`config.mk`:
```
export PLATFORM = sky130hd
export DESIGN_NAME = dma_bus_arbiter
export DESIGN_NICKNAME = d
export VERILOG_FILES = /design/src/rtl/dma_bus_arbiter.sv
export SDC_FILE = /design/constraint.sdc
export NUM_CORES = 1
export LEC_CHECK = 0
export ABC_CLOCK_PERIOD_IN_PS = 2900
export BUFFER_PORTS_ARGS = -buffer_cell sky130_fd_sc_hd__buf_2
export CAP_MARGIN = 20
export CORE_MARGIN = 1.5
export CORE_UTILIZATION = 25
export CTS_BUF_LIST = sky130_fd_sc_hd__clkbuf_16
export DETAILED_ROUTE_END_ITERATION = 10
export HOLD_SLACK_MARGIN = 0.05
export REMOVE_ABC_BUFFERS = 1
export SLEW_MARGIN = 10
export SYNTH_ARGS = -nofsm -noshare
export SYNTH_HDL_FRONTEND = slang
export SYNTH_SLANG_ARGS = --single-unit
```
`constraint.sdc`:
```
create_clock -name clk -period 2.9 [get_ports clk]
set_input_delay 0.435 -clock clk [delete_from_list [all_inputs] [get_ports clk]]
set_output_delay 0.435 -clock clk [all_outputs]
set_load 0.005 [all_outputs]
```
`src/rtl/dma_bus_arbiter.sv`:
```
// Bus ownership sequencer for two DMA channels: negotiates HOLD/HLDA with the
// processor and runs bounded ADDR/DATA word transfers for the granted channel.
module dma_bus_arbiter #(
  parameter int BURST_LEN = 4,
  parameter int CNT_W     = 3
) (
  input  logic clk,
  input  logic rst_n,
  input  logic io1_req,
  input  logic io2_req,
  input  logic io1_dir,
  input  logic io2_dir,
  input  logic hlda,
  output logic hold,
  output logic io1_ack,
  output logic io2_ack,
  output logic proc_drv,
  output logic io1_drv,
  output logic io2_drv,
  output logic mem_drv,
  output logic dma_drv,
  output logic mem_rd,
  output logic mem_wr,
  output logic io_rd,
  output logic io_wr,
  output logic busy
);

  typedef enum logic [2:0] {
    S_CPU,
    S_HOLD_WAIT,
    S_ADDR,
    S_DATA,
    S_RELEASE
  } state_t;

  localparam logic [CNT_W-1:0] LAST_WORD = CNT_W'(BURST_LEN - 1);

  state_t           state_q, state_d;
  logic             chan_q, chan_d;
  logic             dir_q, dir_d;
  logic             favour_q, favour_d;
  logic [CNT_W-1:0] cnt_q, cnt_d;
  logic             latchedReq;

  // chan 0 = IO1, 1 = IO2; favour names the channel that wins a tie next
  assign latchedReq = chan_q ? io2_req : io1_req;

  always_ff @(posedge clk) begin
    if (!rst_n) begin
      state_q  <= S_CPU;
      chan_q   <= 1'b0;
      dir_q    <= 1'b0;
      favour_q <= 1'b0;
      cnt_q    <= '0;
    end else begin
      state_q  <= state_d;
      chan_q   <= chan_d;
      dir_q    <= dir_d;
      favour_q <= favour_d;
      cnt_q    <= cnt_d;
    end
  end

  always_comb begin
    state_d  = state_q;
    chan_d   = chan_q;
    dir_d    = dir_q;
    favour_d = favour_q;
    cnt_d    = cnt_q;
    case (state_q)
      S_CPU: begin
        if (io1_req || io2_req) begin
          chan_d  = (io1_req && io2_req) ? favour_q : io2_req;
          dir_d   = chan_d ? io2_dir : io1_dir;
          state_d = S_HOLD_WAIT;
        end
      end
      S_HOLD_WAIT: begin
        if (hlda) begin
          state_d  = S_ADDR;
          cnt_d    = '0;
          favour_d = ~chan_q;
        end else if (!latchedReq) begin
          state_d = S_RELEASE;
        end
      end
      S_ADDR: state_d = hlda ? S_DATA : S_RELEASE;
      S_DATA: begin
        // Saturate on the final word so the counter cannot wrap when 2^CNT_W == BURST_LEN
        if (cnt_q != LAST_WORD) cnt_d = cnt_q + CNT_W'(1);
        if (!hlda || (cnt_q == LAST_WORD) || !latchedReq) state_d = S_RELEASE;
        else                                               state_d = S_ADDR;
      end
      S_RELEASE: if (!hlda) state_d = S_CPU;
      default:   state_d = S_CPU;
    endcase
  end

  always_comb begin
    hold     = 1'b0;
    io1_ack  = 1'b0;
    io2_ack  = 1'b0;
    proc_drv = 1'b0;
    io1_drv  = 1'b0;
    io2_drv  = 1'b0;
    mem_drv  = 1'b0;
    dma_drv  = 1'b0;
    mem_rd   = 1'b0;
    mem_wr   = 1'b0;
    io_rd    = 1'b0;
    io_wr    = 1'b0;
    busy     = (state_q != S_CPU);
    case (state_q)
      S_CPU: proc_drv = 1'b1;
      S_HOLD_WAIT: begin
        hold     = 1'b1;
        proc_drv = 1'b1;
      end
      S_ADDR: begin
        hold    = 1'b1;
        dma_drv = 1'b1;
        io1_ack = ~chan_q;
        io2_ack = chan_q;
      end
      S_DATA: begin
        hold    = 1'b1;
        io1_ack = ~chan_q;
        io2_ack = chan_q;
        if (dir_q) begin
          mem_drv = 1'b1;
          mem_rd  = 1'b1;
          io_wr   = 1'b1;
        end else begin
          io1_drv = ~chan_q;
          io2_drv = chan_q;
          io_rd   = 1'b1;
          mem_wr  = 1'b1;
        end
      end
      default: ;
    endcase
  end

endmodule

```
==> results of run 1 <==
## through the flow
step           cells  hold slack, ns  area, um^2
3_5_place_dp     115           0.466         708
5_1_grt          119           0.499         787
3_3_place_gp     115           0.472         708
2_1_floorplan     68           0.450         578
6_report         119           0.467         787
4_1_cts          119           0.471         787
## layout by cell type, fill, tap and decap left out, drive strengths merged, types with 2 or more instances in the layout
cell type  instances
inv                7
nor3               2
nand2b             2
nand4bb            2
dfxtp              9
ha                 2
and3               2
nor2b              3
o21bai             2
o21a               2
mux2i              2
o21ai              3
buf               19
a21boi             2
nor2              12
clkbuf             3
## power by group
part           switching, mW  leakage, nW  internal (mW)  total, mW
clock network         0.0611       0.0423          0.180      0.241
logic                 0.0374        0.285         0.0393     0.0768
registers             0.0202       0.0736          0.134      0.154
total                  0.119        0.401          0.354      0.472
## final timing paths
kind,end,slack (ns),cells after the start
worst min-delay path,cnt_q[1],0.47,2
worst max register to register,cnt_q[0],1.34,5
worst max-delay path,io_wr,1.18,3
worst min register to register,cnt_q[1],0.47,2
## tightest hold or removal path: stages, from the launching register on
cell and delay (ns):
dfxtp_1 0.30, nand3_1 0.06, a21boi_1 0.05
## area by class of cell
| cell class | instances | area share |
|---|---|---|
| Tap cell | 28 | 0.0445 |
| Multi-Input combinational cell | 53 | 0.477 |
| Clock inverter | 1 | 0.00477 |
| Timing Repair Buffer | 19 | 0.121 |
| Clock buffer | 3 | 0.0954 |
| Inverter | 6 | 0.0286 |
| Sequential cell | 9 | 0.229 |
## routing by layer
| metal | global-route usage | share of wire | vias to the layer above |
|---|---|---|---|
| met1 | 0.131 | 0.48 | 256 |
| met2 | 0.185 | 0.44 | 15 |
| li1 | - | - | 297 |
| met4 | 0.115 | 0.031 | 0 |
| met3 | 0.0339 | 0.052 | 4 |
| met5 | 0 | 0 | - |
## flip-flops by register name, summed over array words and instances, names as in the netlist
name      flops
state_q       3
cnt_q         3
chan_q        1
dir_q         1
favour_q      1
## cells by family (layout without fill, tap and decap cells)
kind of cell / Yosys count / count (layout) / share of synthesized area
flops: 9 / 9 / 0.287
fa+ha+maj: 2 / 2 / 0.0399
buf+inv: 13 / 29 / 0.114
simple gates: 31 / 31 / 0.315
mux: 2 / 2 / 0.0319
compound gates: 18 / 18 / 0.212
## Yosys cell counts (all sizes together)
library cell  count  area share
or3               1       0.018
nand4b            1       0.014
nand2b            2       0.020
mux2i             2       0.032
a32oi             1       0.014
nor3              2       0.016
o211ai            1       0.012
nand3             1      0.0080
nand3b            1       0.032
o21bai            2       0.024
or3b              1       0.014
nand2             1      0.0060
and4b             1       0.016
a211oi            1       0.012
nor2             12       0.072
a21boi            2       0.024
nor2b             3       0.030
nand4bb           2       0.036
o31ai             1       0.012
o211a             1       0.016
nor4b             1       0.014
a211o             1       0.014
and3              2       0.020
o221ai            1       0.014
a2bb2oi           1       0.014
ha                2       0.040
o21ai             3       0.024
buf               7       0.078
a21oi             1      0.0080
dfxtp             9        0.29
inv               6       0.036
o21a              2       0.024
==> impl_metrics.py, run 1 <==
metrics = {
    "floorplan": {
        "start_util": 0.273,
        "die_w_um": 53.1,
        "core-area_um2": 2300,
        "row_count": 17,
        "io-pin-count": 20,
        "fp.dieArea_um2": 2820,
        "die_y_um": 53.1,
    },
    "final_layout": {
        "layout.nets": 101,
        "nFillCells": 252,
        "final-seq-area_um2": 180,
        "post_route_cells_drive_above_1_share": 0.264,
        "multi_input_area_um2": 375,
        "area_growth_pct": 25.5,
        "antennaDiodeCount": 0,
        "utilization": 0.343,
    },
    "yosys": {
        "netlist_instances": 75,
        "synth.distinct_cells": 34,
        "ys_ff_latch": 9,
        "ys_warn_count": 0,
        "syn_area_um2": 627,
        "yosysSeqAreaShare": 0.287,
        "syn_avg_cell_area_um2": 8.36,
    },
    "placement": {
        "hpwl_um": 1020,
        "place_ws_ns": 1.33,
        "gp_congestion": 0.684,
        "io_buffers": 19,
    },
    "sta": {
        "fin_crit_sh": 0.593,
        "setup_viol": 0,
        "worst_slew_pin_slew_ns": 0.427,
        "rsz0062_at_grt": "false",
        "worst_slack_ns": 1.18,
        "skew_ns": 0.000744,
        "clock.fmax_mhz": 582,
        "max_slew_margin": 0.715,
        "hold_viol": 0,
        "maxSlewViolCount": 0,
        "tns_ns": 0,
        "period_minus_slack_ns": 1.72,
    },
    "detailed_routing": {
        "dr.pass1.iters": 4,
        "vias": 572,
        "drt_iter0_drc": 8,
        "drc": 0,
        "wl_per_cell_um": 12.4,
        "ant_nets": 0,
        "via_per_inst": 4.81,
        "routed_wl_um": 1480,
    },
    "global_route": {
        "grtUsageTotal": 0.121,
        "grt_pass1_wl_um": 2290,
        "grt_max_degree": 13,
        "grt_overflow_total": 0,
        "grt_pass1_vias": 512,
        "antenna_found_initial": 0,
    },
    "clock_tree": {
        "numCtsBuffers": 3,
        "cts_sinks": 9,
        "clockBufferDepth": 2,
        "cts_setup_buffers": 0,
        "path_clk_slew_ns": 0.04,
        "cts_resized": 0,
        "cts-root-buf": "clkbuf_16",
        "cts_hold_buf": 0,
        "clkLatencyLatePin_ns": 0.23,
        "cts_tree": "built",
        "htreeDepth": 1,
    },
    "run": {
        "maxCapViolCount": 0,
    },
    "setup_path": {
        "slowest_delay_ns": 0.57,
        "cp_cell_sequence": "nand3b_4, nor2_1, buf_2",
        "r2r_start": "cnt_q[0]",
        "cp-end-kind": "output pin",
        "cp.arrival_ns": 1.28,
        "cp_max_fo": 12,
        "crit_start": "state_q[1]",
        "start_kind": "register",
        "crit_type": "register to output pin",
        "crit_family": "flip-flops",
        "crit_required_ns": 2.47,
        "path_buf_inv": 1,
        "worst_path_max_delay_cell": "dfxtp_1",
    },
    "power_and_ir_drop": {
        "leakagePower_nw": 0.401,
        "total_power_mw": 0.472,
        "powerDensity_nw_per_um2": 600,
        "irDropWorstVdd_mv": 0.308,
    },
    "hold_path": {
        "hp-class": "register to register",
        "hold_start": "cnt_q[1]",
    },
    "status": {
        "outcome": "finished, final reports clean",
    },
}
(Power assumes the default switching activity.)
==> run 2: changes to the inputs <==
Settings changed: ABC_CLOCK_PERIOD_IN_PS 2900 to 1700.
Clock period 2.9 ns to 1.7 ns, I/O delays scaled along.
==> run 2 against run 1 <==
Effect of this change:
- worst setup slack got worse by 1.0 ns
- final area increased by 0.16%
- cell count unchanged
- power increased by 72%
- routed wire length increased by 1.0%
- register-to-register slack got worse by 1.2 ns
- clock-buffer cell count unchanged
- die area unchanged
- largest cell class unchanged
==> impl_metrics.py, run 2 (synthesis gave the netlist of run 1 again) <==
metrics = {
    "setup_path": {
        "cp_cell_sequence": "ha_1, ha_1, nand4bb_1, and3_1, o21a_1",
        "crit_required_ns": 1.83,
        "crit_type": "register to register",
        "cp-end-kind": "register",
        "slowest_delay_ns": 0.31,
        "cp_max_fo": 5,
        "crit_cells": 5,
        "cpMostUsedCell": "ha_1",
        "start_kind": "register",
        "path_buf_inv": 0,
        "r2r_cells": 5,
        "crit_family": "simple AND/OR/NAND/NOR gates",
        "worst_path_max_delay_cell": "dfxtp_1",
        "cp.arrival_ns": 1.68,
    },
    "sta": {
        "fin_crit_sh": 0.914,
        "worst_slew_pin_slew_ns": 0.449,
        "hold_viol": 0,
        "clock.fmax_mhz": 644,
        "worst_slack_ns": 0.147,
        "rsz0062_at_grt": "false",
        "period_minus_slack_ns": 1.55,
        "tns_ns": 0,
        "setup_viol": 0,
        "max_slew_margin": 0.700,
        "skew_ns": 0.00128,
        "maxSlewViolCount": 0,
        "hold_ws_ns": 0.331,
    },
    "clock_tree": {
        "path_clk_slew_ns": 0.04,
        "cts_sinks": 9,
        "cts_tree": "built",
        "cts_resized": 0,
        "clkLatencyLatePin_ns": 0.24,
        "clockBufferDepth": 2,
        "cts-root-buf": "clkbuf_16",
        "cts_hold_buf": 0,
        "cts_setup_buffers": 0,
        "htreeDepth": 1,
        "numCtsBuffers": 3,
    },
    "final_layout": {
        "post_route_cells_drive_above_1_share": 0.275,
        "final_cell_mix": "buf_2 (19), nor2_1 (12), dfxtp_1 (9)",
        "final-seq-area_um2": 180,
        "finish.instance_area_um2": 788,
        "area_growth_pct": 25.7,
        "final_common_cell": "buf_2",
        "utilization": 0.343,
        "multi_input_area_um2": 375,
        "top_regs": "cnt_q: 3 flops, state_q: 3 flops",
        "nFillCells": 240,
        "antennaDiodeCount": 0,
        "layoutNonFillerInstCount": 119,
        "layout.nets": 101,
    },
    "hold_path": {
        "min_path_cells": 2,
        "hp-class": "primary input to register",
    },
    "detailed_routing": {
        "dr.pass1.iters": 4,
        "ant_nets": 0,
        "drt_iter0_drc": 16,
        "via_per_inst": 4.95,
        "drc": 0,
        "vias": 589,
        "wl_per_cell_um": 12.5,
        "routed_wl_um": 1490,
    },
    "placement": {
        "dp.cells": 115,
        "hpwl_um": 1060,
        "place_area_um2": 708,
        "gp_congestion": 0.694,
        "place_ws_ns": 0.155,
        "io_buffers": 19,
    },
    "status": {
        "outcome": "finished, final reports clean",
    },
    "floorplan": {
        "core-area_um2": 2300,
        "row_count": 17,
        "die_w_um": 53.1,
        "die_y_um": 53.1,
        "fp.dieArea_um2": 2820,
        "start_util": 0.273,
        "io-pin-count": 20,
    },
    "power_and_ir_drop": {
        "leakagePower_nw": 0.399,
        "irDropWorstVdd_mv": 0.624,
        "powerDensity_nw_per_um2": 1030,
        "total_power_mw": 0.815,
    },
    "global_route": {
        "grtUsageMet2": 0.183,
        "top_usage_layer": "met2",
        "antenna_found_initial": 0,
        "use_met3": 0.0424,
        "grt_pass1_vias": 507,
        "grtUsageTotal": 0.116,
        "grt_pass1_wl_um": 2300,
        "use_met1": 0.135,
        "grt_overflow_total": 0,
        "grt_max_degree": 13,
    },
    "run": {
        "maxCapViolCount": 0,
    },
}
-- run 2: changes by cell type in the layout (fill, tap and decap cells not counted) --
cell      previous run  this run
inv_1                7         6
clkinv_2             0         1
-- run 2: layout make-up --
cell class,instances,share of cell area
repair buffers,19,0.121
well taps,28,0.0444
clock buffers,3,0.0952
clock inverters,1,0.00635
inverters,6,0.0286
multi-input cells,53,0.476
flip-flops and latches,9,0.229
-- run 2: metal layers --
metal,vias up,routed length [um]
li1,298,-
met1,268,695
met2,21,674
met3,2,102
met4,0,19
met5,-,0
-- run 2: path summary, 6_finish.rpt --
check                           startpoint        to  slack [ns]
worst min-delay path                 rst_n  cnt_q[2]        0.33
worst min register to register    cnt_q[1]  cnt_q[1]        0.48
worst max register to register    cnt_q[0]  cnt_q[0]        0.15
worst max-delay path              cnt_q[0]  cnt_q[0]        0.15
-- run 2: report_power, final --
part           internal [mW]  total [mW]  switching (mW)
Clock                  0.311       0.422           0.112
Sequential             0.229       0.263          0.0343
Combinational         0.0670       0.129          0.0622
